===== src/rtl/sr_ff_monitor_if.sv =====
// sr_ff_monitor_if: S/R drive and Q/QBar outputs of a monitored SR flip-flop.
// The master side drives the flop signals (the flop or a bench).
// The slave side only observes them (the monitor).
interface sr_ff_monitor_if;
    logic S;
    logic R;
    logic Q;
    logic QBar;

    modport master (output S, output R, output Q, output QBar);
    modport slave  (input  S, input  R, input  Q, input  QBar);
endinterface


===== src/rtl/sr_ff_monitor.sv =====
// sr_ff_monitor: passive checker for an SR flip-flop.
// It builds a reference model of the flop's next state from the sampled {S,R}.
// One edge later it checks Q/QBar against that model, flags S=R=1 drive, and
// keeps saturating event counters.
// Optional build macro SR_MON_STICKY_EN adds a latched error flag on err_sticky.
// Without the macro, err_sticky is tied to 0.
module sr_ff_monitor #(
    parameter int CNT_W = 8
) (
    input  logic              clk,
    input  logic              rst_n,
    sr_ff_monitor_if.slave    mon,
    output logic              exp_q,
    output logic              exp_valid,
    output logic              mismatch,
    output logic              illegal,
    output logic [CNT_W-1:0]  set_cnt,
    output logic [CNT_W-1:0]  reset_cnt,
    output logic [CNT_W-1:0]  illegal_cnt,
    output logic              err_sticky
);

    typedef enum logic [1:0] {
        UNKNOWN = 2'd0,
        TRACK   = 2'd1,
        UNDEF   = 2'd2
    } state_e;

    state_e           state_q, state_d;
    logic             exp_q_q, exp_q_d;
    logic             mismatch_q, mismatch_d;
    logic             illegal_q;
    logic             is_set, is_rst, is_ill;
    logic [CNT_W-1:0] set_cnt_q, reset_cnt_q, illegal_cnt_q;

    // Decode the sampled drive and compute the model's next state.
    // Any encoding other than 10/01/00, X/Z included, falls to the default and is treated as 11.
    always_comb begin
        state_d = state_q;
        exp_q_d = exp_q_q;
        is_set  = 1'b0;
        is_rst  = 1'b0;
        is_ill  = 1'b0;
        case ({mon.S, mon.R})
            2'b10: begin
                is_set  = 1'b1;
                state_d = TRACK;
                exp_q_d = 1'b1;
            end
            2'b01: begin
                is_rst  = 1'b1;
                state_d = TRACK;
                exp_q_d = 1'b0;
            end
            2'b00: begin
                state_d = state_q;
            end
            default: begin
                is_ill  = 1'b1;
                state_d = UNDEF;
            end
        endcase
    end

    // Check the flop's current outputs whenever the model was valid after the last edge.
    // A TRACK state implies the last sample was not 11.
    // Q here is the flop's response to that sample.
    always_comb begin
        mismatch_d = 1'b0;
        if (state_q == TRACK) begin
            mismatch_d = (mon.Q != exp_q_q) || (mon.QBar == mon.Q);
        end
    end

    // Model state and expected Q.
    always_ff @(posedge clk or negedge rst_n) begin
        if (!rst_n) begin
            state_q <= UNKNOWN;
            exp_q_q <= 1'b0;
        end else begin
            state_q <= state_d;
            exp_q_q <= exp_q_d;
        end
    end

    // Registered pulses, each reflecting the sample taken on the same edge.
    always_ff @(posedge clk or negedge rst_n) begin
        if (!rst_n) begin
            mismatch_q <= 1'b0;
            illegal_q  <= 1'b0;
        end else begin
            mismatch_q <= mismatch_d;
            illegal_q  <= is_ill;
        end
    end

    // Event counters saturate at all-ones rather than wrapping.
    always_ff @(posedge clk or negedge rst_n) begin
        if (!rst_n) begin
            set_cnt_q     <= '0;
            reset_cnt_q   <= '0;
            illegal_cnt_q <= '0;
        end else begin
            if (is_set && (set_cnt_q != '1))     set_cnt_q     <= set_cnt_q + 1'b1;
            if (is_rst && (reset_cnt_q != '1))   reset_cnt_q   <= reset_cnt_q + 1'b1;
            if (is_ill && (illegal_cnt_q != '1)) illegal_cnt_q <= illegal_cnt_q + 1'b1;
        end
    end

`ifdef SR_MON_STICKY_EN
    logic err_sticky_q;

    // Latch any error on the same edge as its pulse, and hold it until reset.
    always_ff @(posedge clk or negedge rst_n) begin
        if (!rst_n) begin
            err_sticky_q <= 1'b0;
        end else if (mismatch_d || is_ill) begin
            err_sticky_q <= 1'b1;
        end
    end

    assign err_sticky = err_sticky_q;
`else
    assign err_sticky = 1'b0;
`endif

    assign exp_q       = exp_q_q;
    assign exp_valid   = (state_q == TRACK);
    assign mismatch    = mismatch_q;
    assign illegal     = illegal_q;
    assign set_cnt     = set_cnt_q;
    assign reset_cnt   = reset_cnt_q;
    assign illegal_cnt = illegal_cnt_q;

endmodule


===== src/flat_wrapper.sv =====
// flat-port wrapper written by rule: the top's interface ports become plain ports
module sr_ff_monitor_flat 
#(
    parameter int CNT_W = 8
)
  (clk, rst_n, exp_q, exp_valid, mismatch, illegal, set_cnt, reset_cnt, illegal_cnt, err_sticky, mon_S, mon_R, mon_Q, mon_QBar);
  sr_ff_monitor_if mon_i ();
  input  logic clk;
  input  logic rst_n;
  output logic exp_q;
  output logic exp_valid;
  output logic mismatch;
  output logic illegal;
  output logic [CNT_W-1:0] set_cnt;
  output logic [CNT_W-1:0] reset_cnt;
  output logic [CNT_W-1:0] illegal_cnt;
  output logic err_sticky;
  input wire logic [$bits(mon_i.S)-1:0] mon_S;
  input wire logic [$bits(mon_i.R)-1:0] mon_R;
  input wire logic [$bits(mon_i.Q)-1:0] mon_Q;
  input wire logic [$bits(mon_i.QBar)-1:0] mon_QBar;
  assign mon_i.S = mon_S;
  assign mon_i.R = mon_R;
  assign mon_i.Q = mon_Q;
  assign mon_i.QBar = mon_QBar;
  sr_ff_monitor #(.CNT_W(CNT_W)) u_core (.clk(clk), .rst_n(rst_n), .mon(mon_i), .exp_q(exp_q), .exp_valid(exp_valid), .mismatch(mismatch), .illegal(illegal), .set_cnt(set_cnt), .reset_cnt(reset_cnt), .illegal_cnt(illegal_cnt), .err_sticky(err_sticky));
endmodule

===== config.mk =====
export PLATFORM = sky130hd
export DESIGN_NAME = sr_ff_monitor_flat
export DESIGN_NICKNAME = d
export VERILOG_FILES = /design/src/rtl/sr_ff_monitor_if.sv /design/src/rtl/sr_ff_monitor.sv /design/src/flat_wrapper.sv
export SDC_FILE = /design/constraint.sdc
export NUM_CORES = 1
export LEC_CHECK = 0
export ABC_AREA = 1
export BUFFER_PORTS_ARGS = -buffer_cell sky130_fd_sc_hd__buf_2
export CAP_MARGIN = 20
export CORE_AREA = 3 3 68 70
export CTS_BUF_LIST = sky130_fd_sc_hd__clkbuf_2 sky130_fd_sc_hd__clkbuf_4 sky130_fd_sc_hd__clkbuf_8
export DETAILED_ROUTE_END_ITERATION = 6
export DIE_AREA = 0 0 71 73
export PLACE_DENSITY = 0.65
export SYNTH_ARGS = -nofsm -noshare
export SYNTH_HDL_FRONTEND = slang
export SYNTH_SLANG_ARGS = --single-unit

===== constraint.sdc =====
create_clock -name clk -period 3.6 [get_ports clk]
set_clock_uncertainty 0.2 [all_clocks]
set_input_delay 0.18 -clock clk [delete_from_list [all_inputs] [get_ports clk]]
set_output_delay 0.18 -clock clk [all_outputs]
set_load 0.05 [all_outputs]

==> flow_summary_export.csv <==
group,metric,value,unit
pwr,seq_power_share,38.5,%
drt,drt_iter0_drc,51,
run_status,outcome,"finished, final reports clean",
global_routing,antenna_found_initial,0,
yosys,ys_seq_area_share,44.4,%
drt,viasPerCell,4.48,
drt,drcViolationCount,0,
sta,slew_violations,0,
worst_setup_path,crit_required,3560,ps
finish,fin_area,1980,um^2
sta,post-route-period-util,45.3,%
clock_network,cts_tree,"done",
global_routing,globalRouteOverflowTotal,0,
yosys,syn_inst,214,
yosys,ys_ff_latch,29,
worst_setup_path,slowest_stage,"dlygate4sd3_1",
sta,finalHoldViolCount,0,
drt,wirelength,3140,um
yosys,synth-main-ff-cell,"dfrtp_1",
sta,setup_violations,0,
pwr,p_comb_share,39.3,%
sta,fmax,614,MHz
worst_hold_path,hold_path_class,"in -> reg",
placed_design,hpwl,2350,um
worst_setup_path,critPathBufInv,3,
pwr,swShare,45.5,%
sta,rsz0062_at_grt,"no",
finish,antenna_cells,0,
global_routing,grt_pass1_wl,5530,um
clock_network,clk_pin_slew,60,ps
run,maxCapViolations,0,
placed_design,dpl-instance-area,1860,um^2
worst_setup_path,cp-end-kind,"register",
clock_network,cts_buffers,5,
placed_design,dp.cells,296,
finish,final_nets,269,
worst_setup_path,cp-start-kind,"input port",
drt,num_vias,1375,
yosys,synth.yosys.warnings,0,
pwr,ir_worst_vdd,0.485,mV
worst_setup_path,setup.worst_path.class,"in -> reg",
worst_setup_path,crit_path_cell_trace,"dlygate4sd3_1 -> buf_2 -> o21ai_0 -> a21oi_1 -> dlygate4sd3_1",
yosys,yosysTopAreaCellShare,44.4,%
sta,timing.slew.headroom,57.4,%
floorplanning,die-area,5180,um^2
finish,final_cells,307,
clock_network,clock-root-buffer,"clkbuf_8",
yosys,yosys.area.top_type,"dfrtp_1",
pwr,p_per_area,630,nW/um^2
worst_setup_path,critPathMaxStageDelay,550,ps
clock_network,clock_latency,280,ps
yosys,synthTopCellsByArea,"dfrtp_1, nand2_1, inv_1, ha_1, nand3_1",
pwr,internal-power,0.000679,W
yosys,synth_edf_count,0,
worst_setup_path,cp_data_arrival_time,1590,ps
global_routing,track_usage,13.6,%
yosys,synth-async-reset-ratio,100,%
placed_design,place_congestion,0.750,
yosys,synth_area,1640,um^2
global_routing,grt_pass1_vias,1244,
yosys,synth_fp_nets,227,
pwr,p_clk_share,22.2,%
sta,tns,0,ps
finish,fill_cells,418,
drt,wl_per_cell,10.2,um
placed_design,dp_worst_setup_slack,2050,ps
finish,final_cell_mix,"nand2_1, buf_2, dfrtp_1, inv_1, nor2_1",
yosys,avgSynthCellArea,7.64,um^2
worst_setup_path,cp_max_fo,2,
drt,ant_nets,0,
floorplanning,initial_core_util,40.6,%
finish,mostFrequentLayoutCell,"nand2_1",
clock_network,clk_path_buf_depth,2,
pwr,p_leak,1.07,nW
floorplanning,pin_count,35,
floorplanning,row_count,23,
finish,syn2layout_area_growth,20.9,%
finish,drive_gt1_share,23.0,%
sta,final.setup.worst_slack,1970,ps
worst_setup_path,critPathTopFamily,"buffers and inverters",
floorplanning,die_h,73,um
drt,first_pass_iters,4,
clock_network,h-tree-depth,2,
yosys,synth.distinct_cells,23,
floorplanning,die_w,71,um
global_routing,grt_max_degree,30,
sta,whs,145,ps
floorplanning,core_area,4030,um^2
placed_design,portBuffers,33,
clock_network,cts_num_sinks,29,
sta,period_needed,1630,ps
worst_setup_path,path_common_cell,"dlygate4sd3_1",
pwr,switching_power,0.000566,W
sta,tightest_slew,638,ps
[layer usage]
metal	GRT usage [%]	up-vias	share of wire, %
li1	-	738	-
met5	0	-	0
met3	3.44	7	4.3
met4	6.89	0	1.9
met1	17.7	606	49
met2	21.1	24	45
[worst register-to-register path, cell delays in order, from the launching register on]
cell and delay, ps:
dfrtp_1 380, nor2_1 150, o21ai_0 100, a21oi_1 110, dlygate4sd3_1 550
[cells by family (layout without fill, tap and decap cells)]
kind of cell             after synthesis  in the layout  share of synthesized area, %
buffers and inverters                 29             72                          7.19
adder cells (fa/ha/maj)                7              7                          5.36
AO/OA/AOI/OAI                         10             10                          3.21
XOR/XNOR                               7              7                          3.75
AND/OR/NAND/NOR                      131            131                          35.9
flip-flops                            29             29                          44.4
other                                  1              1                         0.229
[Yosys cell counts (2+ instances only)]
| library cell | count |
|---|---|
| nand2_2 | 4 |
| nor2_4 | 3 |
| nand2_4 | 3 |
| nor2_2 | 4 |
| xnor2_1 | 4 |
| nor2_1 | 15 |
| nand2_1 | 86 |
| dfrtp_1 | 29 |
| a21oi_1 | 2 |
| ha_1 | 7 |
| o21ai_1 | 5 |
| nand4_1 | 2 |
| inv_1 | 25 |
| xor2_1 | 3 |
| nand3_1 | 12 |
| inv_4 | 2 |
| o21ai_0 | 2 |
[power groups by stage]
| stage | combinational [W] | sequential [W] | clock (W) |
|---|---|---|---|
| 6_report | 0.000490 | 0.000479 | 0.000276 |
| 5_1_grt | 0.000529 | 0.000494 | 0.000297 |
| 4_1_cts | 0.000496 | 0.000481 | 0.000282 |
| 3_5_place_dp | 0.000491 | 0.000486 | 0 |
| 3_3_place_gp | 0.000487 | 0.000483 | 0 |
| 2_1_floorplan | 0.000157 | 0.000699 | 0 |
[metrics by stage]
stage / utilization [%] / total power (W)
6_report: 49.1 / 0.00124
5_1_grt: 49.1 / 0.00132
4_1_cts: 49.1 / 0.00126
3_5_place_dp: 46.1 / 0.000976
3_3_place_gp: 46.1 / 0.000970
2_1_floorplan: - / 0.000856
[layout make-up]
cell class              instances  area [um^2]  share of cell area (%)
multi-input cells             156          792                    40.1
repair buffers                 36          195                    9.87
clock buffers                   8         91.3                    4.62
well taps                      50         62.6                    3.16
flip-flops and latches         29          726                    36.7
inverters                      28          110                    5.57
[sequential cells by signal, summed over array words and instances (netlist names)]
name and count:
u_core.illegal_cnt 8, u_core.illegal 1, u_core.set_cnt 8, u_core.reset_cnt 8, u_core.state_q 2, u_core.mismatch 1, u_core.exp_q 1
[worst paths after layout]
kind | from | to | slack (ps) | depth (start not counted)
max in group asynchronous | rst_n | u_core.set_cnt[4] | 2520 | 2
min reg2reg | u_core.set_cnt[7] | u_core.set_cnt[7] | 290 | 2
max reg2reg | u_core.state_q[1] | u_core.mismatch | 2040 | 4
min | mon_S | u_core.illegal | 140 | 2
min in group asynchronous | rst_n | u_core.reset_cnt[1] | 270 | 2
max | mon_QBar | u_core.mismatch | 1970 | 5
[timing repair]
item	4_1_cts	5_1_grt
endpoints found under the hold margin	30	0
setup endpoints to repair	0	0
hold buffers	3	0
gates resized for setup	0	0
setup buffers	0	0
(Power assumes the default switching activity.)
